[src/rtl/raw_pkg.sv]
// raw_pkg: constants and types shared by the raw 5-stream combiner and splitter.
//   N_LANES   - lanes per combined beat
//   DATA_W    - sample width per lane
//   CH_W      - channel-tag width per lane
//   CH_STRIDE - channel offset between adjacent lanes (RHD2132 channels per stream)
//   LAST_CH   - channel number that closes a full sweep
package raw_pkg;

  localparam int unsigned N_LANES   = 5;
  localparam int unsigned DATA_W    = 16;
  localparam int unsigned CH_W      = 12;
  localparam int unsigned CH_STRIDE = 32;
  localparam int unsigned LAST_CH   = 159;

  typedef logic [DATA_W-1:0] raw_sample_t;
  typedef logic [CH_W-1:0]   raw_ch_t;

  typedef enum logic {
    EMPTY = 1'b0,
    SHIFT = 1'b1
  } split_state_t;

endpackage

[src/rtl/raw_ch_checker.sv]
// raw_ch_checker: channel-tag consistency check for combined raw beats.
// On every accepted beat, lane k tag must equal lane-0 tag + k*CH_STRIDE
// (mod 2^CH_W), and lane-0 tag must follow the previous lane-0 tag by one
// (mod CH_STRIDE); the sequence check is skipped for the first beat after reset.
// Ports:
//   clk, rst    - clock, asynchronous active-high reset
//   accept      - combined beat accepted this cycle
//   tags        - lane k tag at [CH_W*k +: CH_W]
//   ch_err      - one-cycle pulse the cycle after a violating accept
//   ch_err_cnt  - saturating count of violating beats
module raw_ch_checker
  import raw_pkg::*;
#(
  parameter int unsigned N_LANES   = raw_pkg::N_LANES,
  parameter int unsigned CH_W      = raw_pkg::CH_W,
  parameter int unsigned CH_STRIDE = raw_pkg::CH_STRIDE
) (
  input  logic                    clk,
  input  logic                    rst,
  input  logic                    accept,
  input  logic [N_LANES*CH_W-1:0] tags,
  output logic                    ch_err,
  output logic [15:0]             ch_err_cnt
);

  logic [N_LANES-1:0][CH_W-1:0] lane_tag;
  logic [CH_W-1:0]              prev_tag0;
  logic                         have_prev;
  logic                         viol;

  assign lane_tag = tags;

  always_comb begin
    viol = 1'b0;
    for (int unsigned k = 1; k < N_LANES; k++) begin
      if (lane_tag[k] != CH_W'(lane_tag[0] + k * CH_STRIDE)) viol = 1'b1;
    end
    if (have_prev && (lane_tag[0] != CH_W'((prev_tag0 + 1) % CH_STRIDE))) viol = 1'b1;
  end

  always_ff @(posedge clk or posedge rst) begin
    if (rst) begin
      ch_err     <= 1'b0;
      ch_err_cnt <= '0;
      prev_tag0  <= '0;
      have_prev  <= 1'b0;
    end else begin
      ch_err <= accept && viol;
      if (accept) begin
        prev_tag0 <= lane_tag[0];
        have_prev <= 1'b1;
        if (viol && (ch_err_cnt != '1)) ch_err_cnt <= ch_err_cnt + 16'd1;
      end
    end
  end

endmodule

[src/rtl/raw_split_5_streams.sv]
// raw_split_5_streams: splits one combined AXI4-Stream beat (N_LANES samples
// plus N_LANES channel tags) into N_LANES single-sample beats, lane 0 first,
// at full throughput (lane 4 handshake and next accept share a cycle).
// Optional feature macro: RAW_SPLIT_CH_CHECK_EN enables the channel-tag checker;
// without it ch_err and ch_err_cnt are tied to zero.
// Ports:
//   bus_clk, reset                        - clock, asynchronous active-high reset
//   comb_valid/comb_ready/comb_data/comb_ch - combined input stream
//   ser_valid/ser_ready/ser_data/ser_ch/ser_last - serialized output stream
//   busy        - holding register occupied
//   ch_err      - channel-consistency violation pulse
//   ch_err_cnt  - saturating violation count
module raw_split_5_streams
  import raw_pkg::*;
#(
  parameter int unsigned N_LANES   = raw_pkg::N_LANES,
  parameter int unsigned DATA_W    = raw_pkg::DATA_W,
  parameter int unsigned CH_W      = raw_pkg::CH_W,
  parameter int unsigned CH_STRIDE = raw_pkg::CH_STRIDE,
  parameter int unsigned LAST_CH   = raw_pkg::LAST_CH
) (
  input  logic                      bus_clk,
  input  logic                      reset,
  input  logic                      comb_valid,
  output logic                      comb_ready,
  input  logic [N_LANES*DATA_W-1:0] comb_data,
  input  logic [N_LANES*CH_W-1:0]   comb_ch,
  output logic                      ser_valid,
  input  logic                      ser_ready,
  output logic [DATA_W-1:0]         ser_data,
  output logic [CH_W-1:0]           ser_ch,
  output logic                      ser_last,
  output logic                      busy,
  output logic                      ch_err,
  output logic [15:0]               ch_err_cnt
);

  localparam int unsigned LANE_W = (N_LANES > 1) ? $clog2(N_LANES) : 1;
  localparam logic [LANE_W-1:0] LAST_LANE = LANE_W'(N_LANES - 1);

  split_state_t state_q, state_d;
  logic [LANE_W-1:0] lane_q, lane_d;
  logic [N_LANES-1:0][DATA_W-1:0] hold_data;
  logic [N_LANES-1:0][CH_W-1:0]   hold_ch;
  logic full;
  logic accept;
  logic out_hs;
  logic load;

  assign full       = (state_q == SHIFT);
  assign comb_ready = !full || ((lane_q == LAST_LANE) && ser_ready);
  assign accept     = comb_valid && comb_ready;
  assign out_hs     = full && ser_ready;

  assign ser_valid = full;
  assign ser_data  = hold_data[lane_q];
  assign ser_ch    = hold_ch[lane_q];
  assign ser_last  = full && (ser_ch == CH_W'(LAST_CH));
  assign busy      = full;

  // An accept while full can only happen on the lane-4 handshake, so
  // checking accept first covers the reload case without a bubble.
  always_comb begin
    state_d = state_q;
    lane_d  = lane_q;
    load    = 1'b0;
    if (accept) begin
      load    = 1'b1;
      state_d = SHIFT;
      lane_d  = '0;
    end else if (out_hs) begin
      if (lane_q != LAST_LANE) begin
        lane_d = lane_q + LANE_W'(1);
      end else begin
        state_d = EMPTY;
        lane_d  = '0;
      end
    end
  end

  always_ff @(posedge bus_clk or posedge reset) begin
    if (reset) begin
      state_q   <= EMPTY;
      lane_q    <= '0;
      hold_data <= '0;
      hold_ch   <= '0;
    end else begin
      state_q <= state_d;
      lane_q  <= lane_d;
      if (load) begin
        hold_data <= comb_data;
        hold_ch   <= comb_ch;
      end
    end
  end

`ifdef RAW_SPLIT_CH_CHECK_EN
  raw_ch_checker #(
    .N_LANES   (N_LANES),
    .CH_W      (CH_W),
    .CH_STRIDE (CH_STRIDE)
  ) u_ch_checker (
    .clk        (bus_clk),
    .rst        (reset),
    .accept     (accept),
    .tags       (comb_ch),
    .ch_err     (ch_err),
    .ch_err_cnt (ch_err_cnt)
  );
`else
  assign ch_err     = 1'b0;
  assign ch_err_cnt = '0;
`endif

endmodule

[config.mk]
export PLATFORM = sky130hd
export DESIGN_NAME = raw_split_5_streams
export DESIGN_NICKNAME = d
export VERILOG_FILES = /design/src/rtl/raw_pkg.sv /design/src/rtl/raw_ch_checker.sv /design/src/rtl/raw_split_5_streams.sv
export SDC_FILE = /design/constraint.sdc
export NUM_CORES = 1
export LEC_CHECK = 0
export BUFFER_PORTS_ARGS = -buffer_cell sky130_fd_sc_hd__buf_2
export CAP_MARGIN = 20
export CORE_ASPECT_RATIO = 1.2
export CORE_MARGIN = 2
export CORE_UTILIZATION = 55
export CTS_CLUSTER_DIAMETER = 80
export DETAILED_ROUTE_END_ITERATION = 16
export HOLD_SLACK_MARGIN = 0.03
export PLACE_DENSITY = 0.87
export SLEW_MARGIN = 10
export SYNTH_ARGS = -nofsm -noshare
export SYNTH_HDL_FRONTEND = slang
export SYNTH_HIERARCHICAL = 1
export SYNTH_SLANG_ARGS = --single-unit
[constraint.sdc]
create_clock -name bus_clk -period 10.37 [get_ports bus_clk]
set_input_delay 2.074 -clock bus_clk [delete_from_list [all_inputs] [get_ports bus_clk]]
set_output_delay 2.074 -clock bus_clk [all_outputs]
set_load 0.05 [all_outputs]
== After elaboration in Yosys (flattened, before gate mapping) ==
Cells that the tools add are included.

* $add $sub $neg: 1
* $lt $le $gt $ge: 1
* Equal/unequal tests: 4
* Multiplexer cells: 11
* Reductions and logical operators: 8

{| class="wikitable"
|+ Operator list
! kind !! number
|-
| $bmux W16 S3 || 1
|-
| $bmux W12 S3 || 1
|-
| $mux W16 || 1
|-
| $eq A12 B8 Y1 const B || 1
|-
| $mux W12 || 1
|-
| $mux W3 || 3
|-
| $logic_and A1 B1 Y1 || 4
|-
| $lt A3 B4 Y1 const B || 1
|-
| $mux W1 || 4
|-
| $add A3 B1 Y3 const B || 1
|-
| $eq A3 B3 Y1 const B || 1
|-
| $ne A3 B3 Y1 const B || 1
|-
| $ne A2 B2 Y1 const B || 1
|-
| $reduce_and A2 Y1 || 1
|-
| $reduce_bool A2 Y1 || 1
|-
| $logic_not A1 Y1 || 1
|-
| $logic_or A1 B1 Y1 || 1
|}

* Register bits after elaboration: 144
* Input bits: 144
* Output and inout port bits: 49

== Longest topological paths before layout ==
Gate-level depths: netlist (run 1).

* Word-level depth: 6
* Depth in mapped cells: 11
* Depth with buffers taken out: 7

== Worst setup path after synthesis (run 1) ==
OpenSTA, ideal clock, no wires.

* Path type: flip-flop to output port
* Start point: register lane_q[2]
* End point: output port ser_last
* Data arrival time: 2.538 ns
* Slack: 5.758 ns
* Cell stages (with the launch flop): 8
* Path through: dfrtp_1 -> buf_6 -> buf_6 -> buf_2 -> o21ai_0 -> o2111a_1 -> nand3_1 -> nor4b_2

* Cells in the longest elaborated chain, start to end: 4

{| class="wikitable"
|+ Ends and longest elaborated chain
! item !! line !! source
|-
| from (decl) || raw_split_5_streams.sv:42 || <nowiki>logic [LANE_W-1:0] lane_q, lane_d;</nowiki>
|-
| from (signal assigned) || raw_split_5_streams.sv:89 || <nowiki>lane_q <= lane_d;</nowiki>
|-
| $bmux W12 S3 || raw_split_5_streams.sv:57 || <nowiki>assign ser_ch = hold_ch[lane_q];</nowiki>
|-
| $mux W12 (not written as such) || raw_split_5_streams.sv:57 ||
|-
| named net ser_ch[1] || raw_split_5_streams.sv:31 || <nowiki>output logic [CH_W-1:0] ser_ch,</nowiki>
|-
| $eq A12 B8 Y1 || raw_split_5_streams.sv:58 || <nowiki>assign ser_last = full && (ser_ch == CH_W'(LAST_CH));</nowiki>
|-
| $logic_and A1 B1 Y1 || raw_split_5_streams.sv:58 ||
|-
| to (decl) || raw_split_5_streams.sv:32 || <nowiki>output logic ser_last,</nowiki>
|}

The timed path passes the listed nets, and every way through them passes these cells. The select of a mux whose other input is x is not followed.

== Worst setup path in the final report (run 1) ==
* Start point: register lane_q[2]
* End point: output port ser_last

* Cells in the longest elaborated chain, start to end: 4

{| class="wikitable"
|+ Ends and longest elaborated chain
! item !! line
|-
| $bmux W12 S3 || raw_split_5_streams.sv:57
|-
| $mux W12 (not written as such) || raw_split_5_streams.sv:57
|-
| $eq A12 B8 Y1 || raw_split_5_streams.sv:58
|-
| $logic_and A1 B1 Y1 || raw_split_5_streams.sv:58
|}

Every way passes these cells. The select of a mux whose other input is x is not followed.

==> results of run 1 <==
[state kept, by name, indices dropped and copies added (netlist names)]
signal,count
hold_ch,60
lane_q,3
busy,1
hold_data,80
[logic make-up after synthesis]
kind of cell               Yosys count
AOI/OAI and AO/OA                   91
other                                1
adders and majority gates            2
and+or+nand+nor                     69
DFF                                144
muxes                              179
buffers and inverters               70
[critical path, stage by stage (launching register included)]
cell      delay (ps)
dfrtp_2          630
buf_4            450
nand2b_1         700
o221ai_1         220
nor4_2           170
o221ai_1         170
nor4b_2          340
buf_2            320
[layout make-up]
cell class / count / area, um^2
clock buffer: 20 / 457
clock inverter: 12 / 92.6
fill: 933 / 4230
inverter: 11 / 46.3
multi-input combinational: 358 / 3000
sequential: 144 / 3610
tap: 164 / 205
timing repair buffer: 180 / 913
[cell usage in the layout (no fill, tap or decap), types with 2 or more instances in the layout]
| cell type | netlist | layout |
|---|---|---|
| clkinvlp_4 | 0 | 3 |
| inv_1 | 10 | 9 |
| nand3_1 | 6 | 6 |
| a22oi_1 | 3 | 3 |
| buf_2 | 15 | 175 |
| nor2_1 | 27 | 27 |
| o21a_1 | 4 | 4 |
| mux2_2 | 124 | 124 |
| o221ai_1 | 2 | 2 |
| nand2b_1 | 5 | 5 |
| and2_1 | 3 | 2 |
| buf_4 | 36 | 5 |
| dfrtp_2 | 0 | 2 |
| ha_1 | 2 | 2 |
| nor4_2 | 2 | 2 |
| nor2b_1 | 4 | 4 |
| nor4_1 | 3 | 3 |
| o21ai_0 | 22 | 22 |
| o221a_2 | 2 | 2 |
| mux2i_1 | 43 | 43 |
| mux2_1 | 12 | 12 |
| dfrtp_1 | 144 | 141 |
| clkbuf_8 | 0 | 2 |
| a221oi_1 | 4 | 4 |
| o22ai_1 | 18 | 18 |
| o21bai_1 | 5 | 5 |
| o2111a_1 | 2 | 2 |
| conb_1 | 1 | 17 |
| a21oi_1 | 21 | 21 |
| clkbuf_16 | 0 | 17 |
| nand2_1 | 15 | 15 |
| clkinv_2 | 0 | 8 |
[per-layer routing]
layer  wire (um)  vias up  track usage (%)
met3        1220       35             7.40
met5           0        -                0
li1            -     2271                -
met4         421        0             10.2
met2        8700      210             44.1
met1        6160     2462             28.1
[path summary, 6_finish.rpt]
| path | cells after the start | to | startpoint | slack [ps] |
|---|---|---|---|---|
| max | 7 | ser_last | lane_q[2] | 4880 |
| min | 1 | hold_data[7] | hold_data[7] | 480 |
| max reg2reg | 8 | hold_ch[19] | lane_q[0] | 6580 |
| min reg2reg | 1 | hold_data[7] | hold_data[7] | 480 |
| max in group asynchronous | 3 | lane_q[1] | reset | 7230 |
| min in group asynchronous | 2 | hold_ch[32] | reset | 1740 |
[power breakdown]
group | leakage [nW] | internal, mW | total, mW | switching [mW]
combinational | 1.88 | 0.553 | 1.42 | 0.868
sequential | 1.75 | 0.839 | 1.06 | 0.224
clock | 0.271 | 0.338 | 0.563 | 0.225
total | 3.90 | 1.73 | 3.05 | 1.32
==> flow_summary.yaml, run 1 <==
synthesis:
  avgSynthCellArea_um2: 12.6
  ys_dominant_reg_cell: "dfrtp_1"
  synthTopCellsByCount: "144 x dfrtp_1, 124 x mux2_2, 43 x mux2i_1"
  synth_top_family_by_area: "multiplexers"
  synthMuxAreaShare_pct: 28.1
  async_reset_ff_share_pct: 100
  synth-seq-cells: 144
  synth_xor_area_share_pct: 0
  synth_edf_count: 0
  yosysMostFrequentCell: "dfrtp_1"
  yosysWarningCount: 6
  synth_top_area_share_pct: 51.5
  synth_compound_area_share_pct: 8.52
  synthSimpleGateAreaFrac_pct: 5.07
  synth.distinct_cells: 43
  yosysTopAreaCell: "dfrtp_1"
  syn_area_mm2: 0.00699
  synth.area.top_cells: "dfrtp_1 52%, mux2_2 20%, mux2i_1 6.2%"
  synth_adder_area_share_pct: 0.358
  synthCells: 556
  seq_area_frac_synth_pct: 51.5
power:
  p_leak_nw: 3.90
  ir_drop_mv: 0.312
  power_mw: 3.05
  p_per_area_mw_per_mm2: 366
placement:
  hpwl_um: 11700
  gp_congestion: 0.878
  dpl.cell_count: 857
  port_buffers: 175
  dpl_cell_area_mm2: 0.00778
  place_ws_ps: 5310
detailed_routing:
  drt_iter0_markers: 237
  num_vias: 4978
  routed_wl_um: 16500
  antenna_left: 0
  routed_via_density: 5.60
  drt-wirelength-per-cell_um: 18.6
  first_pass_iters: 5
  drc: 0
sta:
  fin_crit_ps: 5490
  fin_ws_ps: 4880
  fin_crit_sh_pct: 52.9
  relSlewSlack_pct: 31.5
  max_freq_ghz: 0.182
  hold_violations: 0
  tightestPinTransition_ps: 1030
  skew_ps: 6.56
  hold_ws_ps: 484
  rsz0062_at_grt: "false"
  setup_viol: 0
  fin_tns_setup_ps: 0
  final_max_slew_viol_count: 0
hold_path:
  hp-class: "register to register"
clocking:
  clkTransAtPathRegs_ps: 60
  cts_max_path_buffers: 2
  cts_sinks: 144
  cts_tree: "yes"
  cts_setup_buffers: 0
  cts_resized: 0
  htreeDepth: 4
  clockRootBuffer: "clkbuf_16"
  insertion_delay_ps: 420
  hold_buffers: 0
  cts_made_buffers: 17
global_route:
  grt_pass1_vias: 5270
  grt_max_degree: 89
  grt_pass1_wl_um: 25900
  antenna_found_initial: 0
  track_usage_pct: 25.0
  gr-total-overflow: 0
worst_setup_path:
  path_class: "register to output port"
  critical_path.max_fanout: 41
  crit_path_start_kind: "register"
  arrival_ps: 3410
  crit_required_ps: 8300
  cp-end-kind: "output port"
floorplanning:
  die_h_um: 128
  start_util_pct: 55.7
  fp.coreArea_mm2: 0.0126
  dieArea_mm2: 0.0136
  die_w_um: 107
  io_pins: 193
  placementRows: 45
final_layout:
  area_delta_synth_final_pct: 19.1
  antenna-diode-count: 0
  nets: 858
  finalInstanceArea_mm2: 0.00833
  drive_gt1_share_pct: 48.1
  final_cell_count_no_fill: 889
  final_util_pct: 66.3
flow_run:
  cap_violations: 0
outcome:
  status: "complete, no violations"
Note: power is estimated with default switching activity, not from simulation.
==> run 2, diff against run 1 <==
ABC_AREA = 1   (was default)
CORE_UTILIZATION = 48   (was 55)
PLACE_DENSITY = 0.81   (was 0.87)
clock period = 4.4 ns   (was 10.37 ns; I/O delays follow)
==> run 2 against run 1 <==
Effect of this change:
- core utilization down 7.4 points
- final cell count up 23%
- non-clock buffer count up 5
- critical endpoint unchanged
- critical path type unchanged
- count of clock-buffer cells in the layout up 4
- register-to-register slack worse by 5600 ps
- synthesized cell count up 31%
- clock skew up 4.4 ps
- sequential power up 120%
- largest cell class unchanged
==> flow_summary.yaml, run 2 <==
outcome:
  status: "complete, no violations"
synthesis:
  synth-seq-cells: 144
  seq_area_frac_synth_pct: 50.2
  synth.distinct_cells: 26
  yosysTopAreaCell: "dfrtp_1"
  async_reset_ff_share_pct: 100
  syn_area_mm2: 0.00718
  synthTopCellsByCount: "144 x dfrtp_1, 120 x nand2_1, 91 x a21oi_1"
  synthCells: 729
  yosysWarningCount: 6
  ys_dominant_reg_cell: "dfrtp_1"
  synth_edf_count: 0
  avgSynthCellArea_um2: 9.85
  synth_top_area_share_pct: 50.2
  synth.area.top_cells: "dfrtp_1 50%, mux2_4 10%, a21oi_1 6.3%"
  yosysMostFrequentCell: "dfrtp_1"
floorplanning:
  fp.coreArea_mm2: 0.0145
  die_h_um: 138
  die_w_um: 116
  io_pins: 193
  placementRows: 48
  dieArea_mm2: 0.0160
  start_util_pct: 49.4
global_route:
  antenna_found_initial: 0
  gr-total-overflow: 0
  grt_pass1_wl_um: 26700
  track_usage_pct: 22.0
  grt_max_degree: 110
  grt_pass1_vias: 5503
final_layout:
  area_delta_synth_final_pct: 19.3
  nets: 1030
  top_register: "hold_data"
  final_cell_mix: "175 x buf_2, 143 x dfrtp_1, 120 x nand2_1, 91 x a21oi_1, 63 x nor2_1"
  largest_reg_flops: 80
  drive_gt1_share_pct: 36.0
  antenna-diode-count: 0
  multiInputGateArea_mm2: 0.00299
  final_common_cell: "buf_2"
  fillers: 1260
  largestRegisters: "hold_data (80), hold_ch (60), lane_q (3)"
  final_util_pct: 59.0
  ff_latch_area_mm2: 0.00360
detailed_routing:
  first_pass_iters: 4
  drt-wirelength-per-cell_um: 15.6
  num_vias: 5550
  drt_iter0_markers: 384
  antenna_left: 0
  drc: 0
  routed_via_density: 5.06
  routed_wl_um: 17100
clocking:
  hold_buffers: 0
  cts_sinks: 144
  insertion_delay_ps: 430
  cts_resized: 0
  cts_tree: "yes"
  clkTransAtPathRegs_ps: 60
  cts_made_buffers: 17
  cts_setup_buffers: 0
  htreeDepth: 4
  clockRootBuffer: "clkbuf_16"
  cts_max_path_buffers: 2
placement:
  gp_congestion: 0.875
  port_buffers: 175
  place_ws_ps: 1020
  hpwl_um: 12000
sta:
  fin_tns_setup_ps: 0
  fin_crit_sh_pct: 88.0
  skew_ps: 10.9
  hold_violations: 0
  fin_crit_ps: 3870
  rsz0062_at_grt: "false"
  fin_ws_ps: 526
  relSlewSlack_pct: 41.1
  max_freq_ghz: 0.258
  setup_viol: 0
  tightestPinTransition_ps: 880
  final_max_slew_viol_count: 0
worst_setup_path:
  crit_required_ps: 3520
  critPathLaunch: "lane_q[0]"
  arrival_ps: 2990
  cp-end-kind: "output port"
  worstReg2RegStart: "lane_q[0]"
  crit_path_start_kind: "register"
  critical_path.max_fanout: 36
  path_class: "register to output port"
  r2r_setup_slack_ps: 1000
power:
  power_mw: 7.27
  p_per_area_mw_per_mm2: 849
  ir_drop_mv: 0.510
  p_leak_nw: 4.50
hold_path:
  hp-class: "register to register"
  hp-start: "hold_ch[45]"
flow_run:
  cap_violations: 0
## run 2: kinds of logic (layout without fill, tap and decap cells)
family                     Yosys count  after routing  synth area share (%)
other                                1             17                0.0522
muxes                               89             89                  16.6
AOI/OAI and AO/OA                  146            146                  11.4
buffers and inverters              127            278                  9.18
and+or+nand+nor                    219            219                  12.1
DFF                                144            144                  50.2
adders and majority gates            2              2                 0.348
xor gates and xnor gates             1              1                 0.122
## run 2: where the power goes
part | leakage [nW] | internal (mW) | switching (mW)
Combinational | 2.59 | 1.30 | 2.37
Sequential | 1.65 | 1.98 | 0.356
Clock | 0.253 | 0.739 | 0.524
Total | 4.50 | 4.02 | 3.26
## run 2: critical path: stages, from the launching register on
cell	delay, ps
dfrtp_2	610
inv_1	560
buf_4	340
nand2_1	70
nand3_1	90
nand2_1	60
nand2_1	50
nand2_1	90
nor2_1	120
nand3_1	150
nor2_1	140
buf_2	270
## run 2: layout make-up
| type | count | area share, % |
|---|---|---|
| clock buffer | 24 | 5.51 |
| clock inverter | 7 | 0.438 |
| inverter | 62 | 2.76 |
| multi-input combinational | 474 | 34.9 |
| sequential | 144 | 42.1 |
| tap | 200 | 2.92 |
| timing repair buffer | 185 | 11.4 |
## run 2: stage by stage
stage,instance area (um^2),cells,hold WS (ps)
finish,8570,1096,503
global route,8570,1096,508
CTS,8570,1096,503
detailed placement,8060,1065,490
global placement,8060,1065,485
floorplan,7240,745,474
## run 2: routing by layer
metal	vias up	wire [um]	global-route usage, %
met5	-	0	0
met4	0	575	11.4
met3	39	924	4.20
met2	208	8420	37.1
met1	2643	7170	26.8
li1	2660	-	-
## run 2: path summary, 6_finish.rpt
check                                    end  cells past startpoint
min in group asynchronous        hold_ch[20]                      2
max in group asynchronous          lane_q[0]                      3
worst max-delay path                ser_last                     11
worst min-delay path             hold_ch[45]                      1
worst max register to register  hold_data[5]                      7
worst min register to register   hold_ch[45]                      1
==> run 3, diff against run 2 <==
ABC_AREA = default   (was 1)
CTS_CLUSTER_DIAMETER = default   (was 80)
PLACE_DENSITY = 0.78   (was 0.81)
==> run 3 against run 2 <==
Effect of this change:
- hold slack got worse by 23 ps
- global-route usage down 0.57 points
- register-to-register slack better by 180 ps
- worst setup slack improved by 49 ps
- wire length decreased by 5.7%
- core utilization shrank 0.068 points
- critical path depth shrank 5
- sequential cell count unchanged
- final cell count shrank 18%
- first-iteration DRC count down 38%
- critical endpoint unchanged
- maximum frequency up 1.3%
- clock power rose by 12%
==> flow_summary.yaml, run 3 (synthesized netlist as in run 1, its figures left out) <==
outcome:
  status: "complete, no violations"
worst_setup_path:
  crit_path_start_kind: "register"
  critPathSlowestCell: "dfrtp_4"
  r2r_setup_slack_ps: 1180
  critical_path.max_fanout: 63
  path_class: "register to output port"
  cpLargestDelayFamily: "flip-flops"
  cp-end-kind: "output port"
  cpPeakStageDelay_ps: 1030
  r2r-end: "hold_ch[34]"
  crit_required_ps: 3520
  reg2regPathDepth: 7
  crit_buf_inv: 2
  crit_path_cell_trace: "inv_2 > nand3_1 > o2111a_1 > and3_1 > nor4b_2 > buf_2"
  worstReg2RegStart: "lane_q[1]"
  path_depth: 6
  arrival_ps: 2940
global_route:
  use_met3_pct: 6.73
  grt_max_degree: 145
  gr-total-overflow: 0
  grt.busiest_layer: "met2"
  met2_usage_pct: 36.8
  grt_pass1_wl_um: 25700
  antenna_found_initial: 2
  grt_util_met1_pct: 25.0
  grt_pass1_vias: 5251
  track_usage_pct: 21.4
final_layout:
  final_common_cell: "buf_2"
  largestRegisters: "hold_data (80), hold_ch (60), lane_q (3)"
  top_register: "hold_data"
  final_cell_mix: "175 x buf_2, 141 x dfrtp_1, 124 x mux2_2, 43 x mux2i_1, 27 x nor2_1"
  fillers: 1171
  ff_latch_area_mm2: 0.00361
  nets: 860
  finalInstanceArea_mm2: 0.00842
  drive_gt1_share_pct: 48.1
  area_delta_synth_final_pct: 20.4
  largest_reg_flops: 80
  multiInputGateArea_mm2: 0.00300
detailed_routing:
  drt_iter0_markers: 240
  antenna_left: 0
  drc: 0
  routed_via_density: 5.46
  routed_wl_um: 16100
  drt-wirelength-per-cell_um: 17.8
  first_pass_iters: 4
  num_vias: 4933
sta:
  fin_crit_sh_pct: 86.9
  hold_violations: 0
  setup_viol: 0
  tightestPinTransition_ps: 913
  skew_ps: 6.45
  final_max_slew_viol_count: 0
  fin_tns_setup_ps: 0
  rsz0062_at_grt: "false"
  fin_crit_ps: 3820
  relSlewSlack_pct: 39.2
  max_freq_ghz: 0.261
floorplanning:
  start_util_pct: 48.9
  placementRows: 48
  dieArea_mm2: 0.0155
  fp.coreArea_mm2: 0.0143
  die_h_um: 136
  die_w_um: 114
  io_pins: 193
clocking:
  cts_resized: 0
  hold_buffers: 0
  clockRootBuffer: "clkbuf_16"
  htreeDepth: 4
  cts_max_path_buffers: 2
  cts_sinks: 144
  cts_tree: "yes"
  cts_made_buffers: 17
  cts_setup_buffers: 0
  clkTransAtPathRegs_ps: 60
  insertion_delay_ps: 420
hold_path:
  hp-class: "register to register"
  hp-start: "hold_ch[49]"
  holdPathStages: 1
  whs_endpoint: "hold_ch[49]"
placement:
  gp_congestion: 0.958
  port_buffers: 175
  dpl_cell_area_mm2: 0.00783
  hpwl_um: 11400
power:
  p_leak_nw: 3.92
  p_per_area_mw_per_mm2: 860
  power_mw: 7.24
  ir_drop_mv: 0.617
flow_run:
  cap_violations: 0
## run 3: changes by cell type in the layout (fill, tap and decap cells not counted), moves of 36 or more
| cell | delta |
|---|---|
| nand2_1 | -105 |
| mux2_2 | +85 |
| a21oi_1 | -70 |
| inv_1 | -50 |
| mux2_4 | -50 |
| mux2i_1 | +43 |
| nor2_1 | -36 |
## run 3: through the flow
step	cells	util, %	setup WS (ps)	hold slack [ps]
final	903	58.9	576	480
after global routing	902	58.9	421	495
after CTS	902	58.9	591	484
after detailed placement	870	54.8	1060	471
after global placement	870	54.8	1090	467
after floorplan	572	-	982	448
## run 3: area by class of cell
class                   count  share of cell area (%)
flip-flops and latches    144                    42.9
multi-input cells         358                    35.7
repair buffers            182                    11.3
clock buffers              22                    5.63
well taps                 175                    2.60
clock inverters            10                    1.31
inverters                  11                   0.535
diodes                      1                  0.0297
## run 3: worst max-delay path by stage
stage,end,from,slack [ps]
floorplan,ser_last,lane_q[2],980
global placement,ser_last,lane_q[1],1090
detailed placement,ser_last,lane_q[1],1060
CTS,ser_last,lane_q[1],590
global route,ser_last,lane_q[1],420
finish,ser_last,lane_q[1],580
## run 3: where the power goes
| part | total, mW | switching [mW] | internal, mW | leakage (nW) |
|---|---|---|---|---|
| sequential | 2.54 | 0.566 | 1.98 | 1.75 |
| combinational | 3.29 | 1.98 | 1.31 | 1.89 |
| clock | 1.41 | 0.534 | 0.874 | 0.278 |
## run 3: layer usage
layer	share of wire (%)	up-vias
met5	0	-
met4	2.1	0
met3	7.7	31
met2	50	185
met1	40	2431
li1	-	2286
## run 3: worst reg2reg max path, delay by kind of cell, from the launching register on
kind,cells,cell delay (ps)
and+or+nand+nor,3,860
DFF,1,800
adders and majority gates,1,250
buffers and inverters,2,780
muxes,1,420
